`config.mk`:
```
export PLATFORM = sky130hd
export DESIGN_NAME = serial_line_rx_flat
export DESIGN_NICKNAME = d
export VERILOG_FILES = /design/src/rtl/serial_line_rx_if.sv /design/src/rtl/serial_line_rx.sv /design/src/flat_wrapper.sv
export SDC_FILE = /design/constraint.sdc
export NUM_CORES = 1
export LEC_CHECK = 0
export ABC_AREA = 0
export BUFFER_PORTS_ARGS = -buffer_cell sky130_fd_sc_hd__buf_4
export CAP_MARGIN = 20
export CORE_MARGIN = 2
export CORE_UTILIZATION = 55
export CTS_BUF_LIST = sky130_fd_sc_hd__clkbuf_16
export CTS_CLUSTER_SIZE = 10
export DETAILED_ROUTE_END_ITERATION = 7
export GPL_ROUTABILITY_DRIVEN = 1
export GPL_TIMING_DRIVEN = 1
export PLACE_DENSITY_LB_ADDON = 0.3
export SETUP_SLACK_MARGIN = 0.1
export SYNTH_ARGS = -nofsm -noshare
export SYNTH_HDL_FRONTEND = slang
export SYNTH_SLANG_ARGS = --single-unit
```
`constraint.sdc`:
```
create_clock -name clk -period 4.1 [get_ports clk]
set_clock_uncertainty 0.05 [all_clocks]
set_input_delay 0.205 -clock clk [delete_from_list [all_inputs] [get_ports clk]]
set_output_delay 0.205 -clock clk [all_outputs]
set_load 0.005 [all_outputs]
```
`src/rtl/serial_line_rx_if.sv`:
```
// Serial receive bundle: line input plus framed-word results.
// master drives the line; slave is the receiver.
interface serial_line_rx_if #(
    parameter int DATA_BITS = 8
);
    logic                 rx;
    logic [DATA_BITS-1:0] data_out;
    logic                 valid;
    logic                 frame_err;
    logic                 busy;

    modport master (
        output rx,
        input  data_out,
        input  valid,
        input  frame_err,
        input  busy
    );

    modport slave (
        input  rx,
        output data_out,
        output valid,
        output frame_err,
        output busy
    );
endinterface

```
`src/rtl/serial_line_rx.sv`:
```
// Serial line receiver: 2-flop synchronizer, start/data/stop framing,
// one-cycle valid / frame_err strobes, break hold-off after a bad stop bit.
module serial_line_rx #(
    parameter int CLKS_PER_BIT = 16,
    parameter int DATA_BITS    = 8
) (
    input logic             clk,
    input logic             rst,
    serial_line_rx_if.slave bus
);
    localparam int CW = $clog2(CLKS_PER_BIT);
    localparam int BW = $clog2(DATA_BITS);

    // The IDLE detection cycle is the first clock of the half bit.
    localparam logic [CW-1:0] HALF_LAST = CW'(CLKS_PER_BIT / 2 - 2);
    localparam logic [CW-1:0] BIT_LAST  = CW'(CLKS_PER_BIT - 1);
    localparam logic [BW-1:0] IDX_LAST  = BW'(DATA_BITS - 1);
    localparam logic [CW-1:0] CNT_ONE   = CW'(1);
    localparam logic [BW-1:0] IDX_ONE   = BW'(1);

    typedef enum logic [2:0] {
        IDLE,
        START,
        DATA,
        STOP,
        BREAK
    } state_t;

    state_t               state;
    logic [1:0]           sync;
    logic                 rxs;
    logic [CW-1:0]        cnt;
    logic [BW-1:0]        idx;
    logic [DATA_BITS-1:0] shreg;
    logic [DATA_BITS-1:0] data_q;
    logic                 valid_q;
    logic                 ferr_q;
    logic                 busy_q;

    assign rxs = sync[1];

    always_ff @(posedge clk or posedge rst) begin
        if (rst) begin
            sync <= 2'b11;
        end else begin
            sync <= {sync[0], bus.rx};
        end
    end

    always_ff @(posedge clk or posedge rst) begin
        if (rst) begin
            state   <= IDLE;
            cnt     <= '0;
            idx     <= '0;
            shreg   <= '0;
            data_q  <= '0;
            valid_q <= 1'b0;
            ferr_q  <= 1'b0;
            busy_q  <= 1'b0;
        end else begin
            valid_q <= 1'b0;
            ferr_q  <= 1'b0;
            unique case (state)
                IDLE: begin
                    cnt <= '0;
                    if (!rxs) begin
                        state  <= START;
                        busy_q <= 1'b1;
                    end
                end
                START: begin
                    if (cnt == HALF_LAST) begin
                        cnt <= '0;
                        idx <= '0;
                        if (rxs) begin
                            state  <= IDLE;
                            busy_q <= 1'b0;
                        end else begin
                            state <= DATA;
                        end
                    end else begin
                        cnt <= cnt + CNT_ONE;
                    end
                end
                DATA: begin
                    if (cnt == BIT_LAST) begin
                        cnt   <= '0;
                        shreg <= {rxs, shreg[DATA_BITS-1:1]};
                        idx   <= idx + IDX_ONE;
                        if (idx == IDX_LAST) begin
                            state <= STOP;
                        end
                    end else begin
                        cnt <= cnt + CNT_ONE;
                    end
                end
                STOP: begin
                    if (cnt == BIT_LAST) begin
                        cnt <= '0;
                        if (rxs) begin
                            data_q  <= shreg;
                            valid_q <= 1'b1;
                            state   <= IDLE;
                            busy_q  <= 1'b0;
                        end else begin
                            ferr_q <= 1'b1;
                            state  <= BREAK;
                        end
                    end else begin
                        cnt <= cnt + CNT_ONE;
                    end
                end
                BREAK: begin
                    cnt <= '0;
                    if (rxs) begin
                        state  <= IDLE;
                        busy_q <= 1'b0;
                    end
                end
                default: begin
                    state  <= IDLE;
                    cnt    <= '0;
                    busy_q <= 1'b0;
                end
            endcase
        end
    end

    assign bus.data_out  = data_q;
    assign bus.valid     = valid_q;
    assign bus.frame_err = ferr_q;
    assign bus.busy      = busy_q;
endmodule

```
`src/flat_wrapper.sv`:
```
// flat-port wrapper written by rule: the top's interface ports become plain ports
module serial_line_rx_flat 
#(
    parameter int CLKS_PER_BIT = 16,
    parameter int DATA_BITS    = 8
)
  (clk, rst, bus_rx, bus_data_out, bus_valid, bus_frame_err, bus_busy);
  serial_line_rx_if #(.DATA_BITS(DATA_BITS)) bus_i ();
  input logic clk;
  input logic rst;
  input wire logic [$bits(bus_i.rx)-1:0] bus_rx;
  output wire logic [$bits(bus_i.data_out)-1:0] bus_data_out;
  output wire logic [$bits(bus_i.valid)-1:0] bus_valid;
  output wire logic [$bits(bus_i.frame_err)-1:0] bus_frame_err;
  output wire logic [$bits(bus_i.busy)-1:0] bus_busy;
  assign bus_i.rx = bus_rx;
  assign bus_data_out = bus_i.data_out;
  assign bus_valid = bus_i.valid;
  assign bus_frame_err = bus_i.frame_err;
  assign bus_busy = bus_i.busy;
  serial_line_rx #(.CLKS_PER_BIT(CLKS_PER_BIT), .DATA_BITS(DATA_BITS)) u_core (.clk(clk), .rst(rst), .bus(bus_i));
endmodule
```
==> results by group <==
Outcome
  • Status: finished clean

Power and ir drop
  • Net Sw Frac: 28.1%
  • Seq pwr share: 44.3%
  • Clk network pwr share: 36.5%
  • Leakage power: 0.892 nW
  • Worst IR Drop VDD: 0.580 mV
  • Pwr Density: 546 nW/µm²
  • Gate power share: 19.3%
  • Internal: 0.664 mW
  • P_sw: 0.260 mW

Timing
  • Final Setup Violations: 0
  • Max Freq: 0.537 GHz
  • Min Clock Period, post-route: 1860 ps
  • Relative slew margins: 65.8%
  • Final period util: 45.4%
  • RSZ-0062 raised after global routing: no
  • Max-slew violations: 0
  • Final Hold Fails: 0
  • Worst-margin pin slew: 512 ps
  • TNS Setup: 0 ps

Global route
  • Largest net degree at the start of global routing: 25
  • Vias in the first global route: 807
  • Antenna violations before repair: 0
  • Busiest metal layer after global routing: met2
  • Global-route wire length before repair: 3.80 mm
  • Met3 usage: 5.74%
  • M1 GR Usage: 24.9%
  • GRT overflow: 0
  • Total track usage: 19.5%
  • Met2 Use GR: 28.8%

Floorplan
  • Io pins: 14
  • Die span in x: 54.6 µm
  • Initial core utilization: 57.4%
  • Num rows: 18
  • Die area: 2980 µm²
  • Core footprint: 2450 µm²
  • Die height: 54.6 µm

Min path
  • Min-delay src: u_core.sync[0]
  • Hold crit path type: reg2reg

Setup path
  • Worst reg2reg endpoint: u_core.shreg[1]
  • Reg2Reg Setup Slack: 2240 ps
  • Worst reg2reg path depth: 4
  • Critical Path End: u_core.shreg[1]
  • Crit path DAT: 1970 ps
  • Max stage delay cell, worst path: or3_1
  • Setup crit start: u_core.cnt[0]
  • Critical path type: reg2reg
  • CP Launch Type: register
  • Critical Path End Type: register
  • CP max stage delay: 600 ps
  • Crit-path max FO: 9
  • Crit-path cells: ha_1 > nand3_1 > or3_1 > mux2_4
  • RR Startpoint: u_core.cnt[0]
  • Critical Path RT: 4200 ps

Finish
  • Non-Filler Instances: 152
  • Layout Area Growth over Synthesis: 19.9%
  • Leading cell types in the layout, fill and taps excluded: dfrtp_1, buf_4, mux2_2, mux2_4, inv_1
  • Diode count: 0
  • Most common cell after layout, fill and taps aside: dfrtp_1
  • Final #Nets: 128
  • Filler Cells Inserted: 174
  • Share of cells above drive strength 1: 38.5%

Synthesis
  • Synth area leader: dfrtp_1
  • Yosys warns: 0
  • Net Count, Synth: 110
  • Top cells by area, synth: dfrtp_1, mux2_4, mux2_2
  • Mapped Cells: 103
  • Register area share after synthesis: 55.2%
  • Post-synthesis register bit count: 31
  • Mean post-synth cell area: 13.7 µm²
  • Synthesized area: 1410 µm²
  • Synth unique cells: 32
  • Post-synth top area share: 51.5%

Clock tree
  • TritonCTS clock tree: yes
  • Clock Sinks: 31
  • Clk buf depth: 2
  • Clock slew at reported path FFs: 50 ps
  • Worst skew pair latency: 270 ps
  • CTS Buf Count: 5
  • Setup Fix Bufs, Post-CTS: 0
  • CTS H-Tree Depth: 2
  • Root Buffer: clkbuf_16

Run
  • Max-cap viol count: 0

Routing
  • Vias/cell: 5.45
  • Via Count: 828
  • ANT nets after route: 0
  • DRC Markers: 0
  • Starting DRT DRC Count: 6
  • Post-DR wirelength/cell: 15.2 µm
  • Drt total wl: 2.31 mm
  • Total iterations of the first detailed-routing run: 4

Placed design
  • Port Buffers: 13
  • DP Cell Count: 142
  • Detailed Place HPWL: 1.57 mm
  • GP Congestion: 0.836
==> cell type report <==
cell class | count | area, µm² | area share, %
flip-flops and latches | 31 | 778 | 46.0
multi-input cells | 61 | 571 | 33.8
well taps | 30 | 37.5 | 2.22
inverters | 6 | 22.5 | 1.33
clock inverters | 3 | 11.3 | 0.666
repair buffers | 16 | 145 | 8.59
clock buffers | 5 | 125 | 7.40
==> how the worst min path moves through the flow <==
| stage | end | cells after the start |
|---|---|---|
| after CTS | u_core.sync[1] | 0 |
| final | u_core.sync[1] | 0 |
| after global routing | u_core.sync[1] | 0 |
| after global placement | u_core.sync[0] | 1 |
| after detailed placement | u_core.bus.data_out[4] | 2 |
| after floorplan | u_core.sync[0] | 0 |
==> synthesized netlist by cell type <==
master    instances
nand3_1           3
xnor2_1           1
o32a_4            1
nand4_2           1
nand2_1           1
nor4b_1           1
inv_1             6
or3_1             2
o21ai_0           2
a21oi_1           3
and3b_2           1
and2b_2           1
a311oi_1          1
dfstp_2           2
buf_4             1
nor2_1            6
ha_1              4
nand2b_1          1
nor3_1            4
o211ai_1          1
dfrtp_1          29
xor2_1            1
mux2_4            9
buf_6             2
nand2b_4          2
a31oi_1           1
clkbuf_1          1
a22o_1            1
buf_2             1
o311ai_2          1
mux2_2           10
and3_1            2
==> kinds of logic (layout without fill, tap and decap cells) <==
family | Yosys count | count (layout) | share of synthesized area, %
xor+xnor | 2 | 2 | 1.24
mux | 19 | 19 | 17.6
flops | 31 | 31 | 55.2
fa+ha+maj | 4 | 4 | 3.55
buf+inv | 11 | 30 | 4.35
compound gates | 11 | 11 | 6.74
simple gates | 25 | 25 | 11.4
==> state kept, by name (all words and copies together), names as in the netlist <==
signal / count
u_core.bus.data_out: 8
u_core.bus.valid: 1
u_core.state: 3
u_core.idx: 3
u_core.cnt: 4
u_core.bus.busy: 1
u_core.shreg: 8
u_core.bus.frame_err: 1
u_core.sync: 2
==> per-stage QoR <==
step / hold slack [ps] / cell area, µm² / power, mW / util [%] / worst slack (ps)
floorplan: 159 / 1410 / 0.562 / - / 2380
global placement: 265 / 1510 / 0.577 / 61.4 / 2280
detailed placement: 165 / 1530 / 0.590 / 62.5 / 2230
CTS: 305 / 1690 / 0.930 / 68.9 / 2220
global route: 306 / 1690 / 0.974 / 68.9 / 2120
finish: 306 / 1690 / 0.923 / 68.9 / 2240
==> layer usage <==
metal / vias up / wire length [µm]
met2: 11 / 1120
met1: 411 / 1060
met4: 0 / 59
met5: - / 0
met3: 5 / 67
li1: 401 / -
==> worst max-delay path, delay by kind of cell, from the launching register on <==
kind | cells | cell delay [ps]
AND/OR/NAND/NOR | 2 | 720
adder cells (fa/ha/maj) | 1 | 220
flip-flops | 1 | 380
multiplexers | 1 | 380
==> power groups by stage <==
stage                     clock network, mW  logic [mW]  registers (mW)
after floorplan                           0       0.182           0.380
after CTS                             0.341       0.180           0.408
final                                 0.337       0.178           0.409
after global placement                    0       0.167           0.409
after global routing                  0.354       0.201           0.418
after detailed placement                  0       0.178           0.412
==> what timing repair did <==
item                                    4_1_cts  5_1_grt
endpoints found under the hold margin         6        0
hold buffers                                  2        0
resized for setup                             0        0
endpoints found under the setup margin        0        0
(Power assumes the default switching activity.)
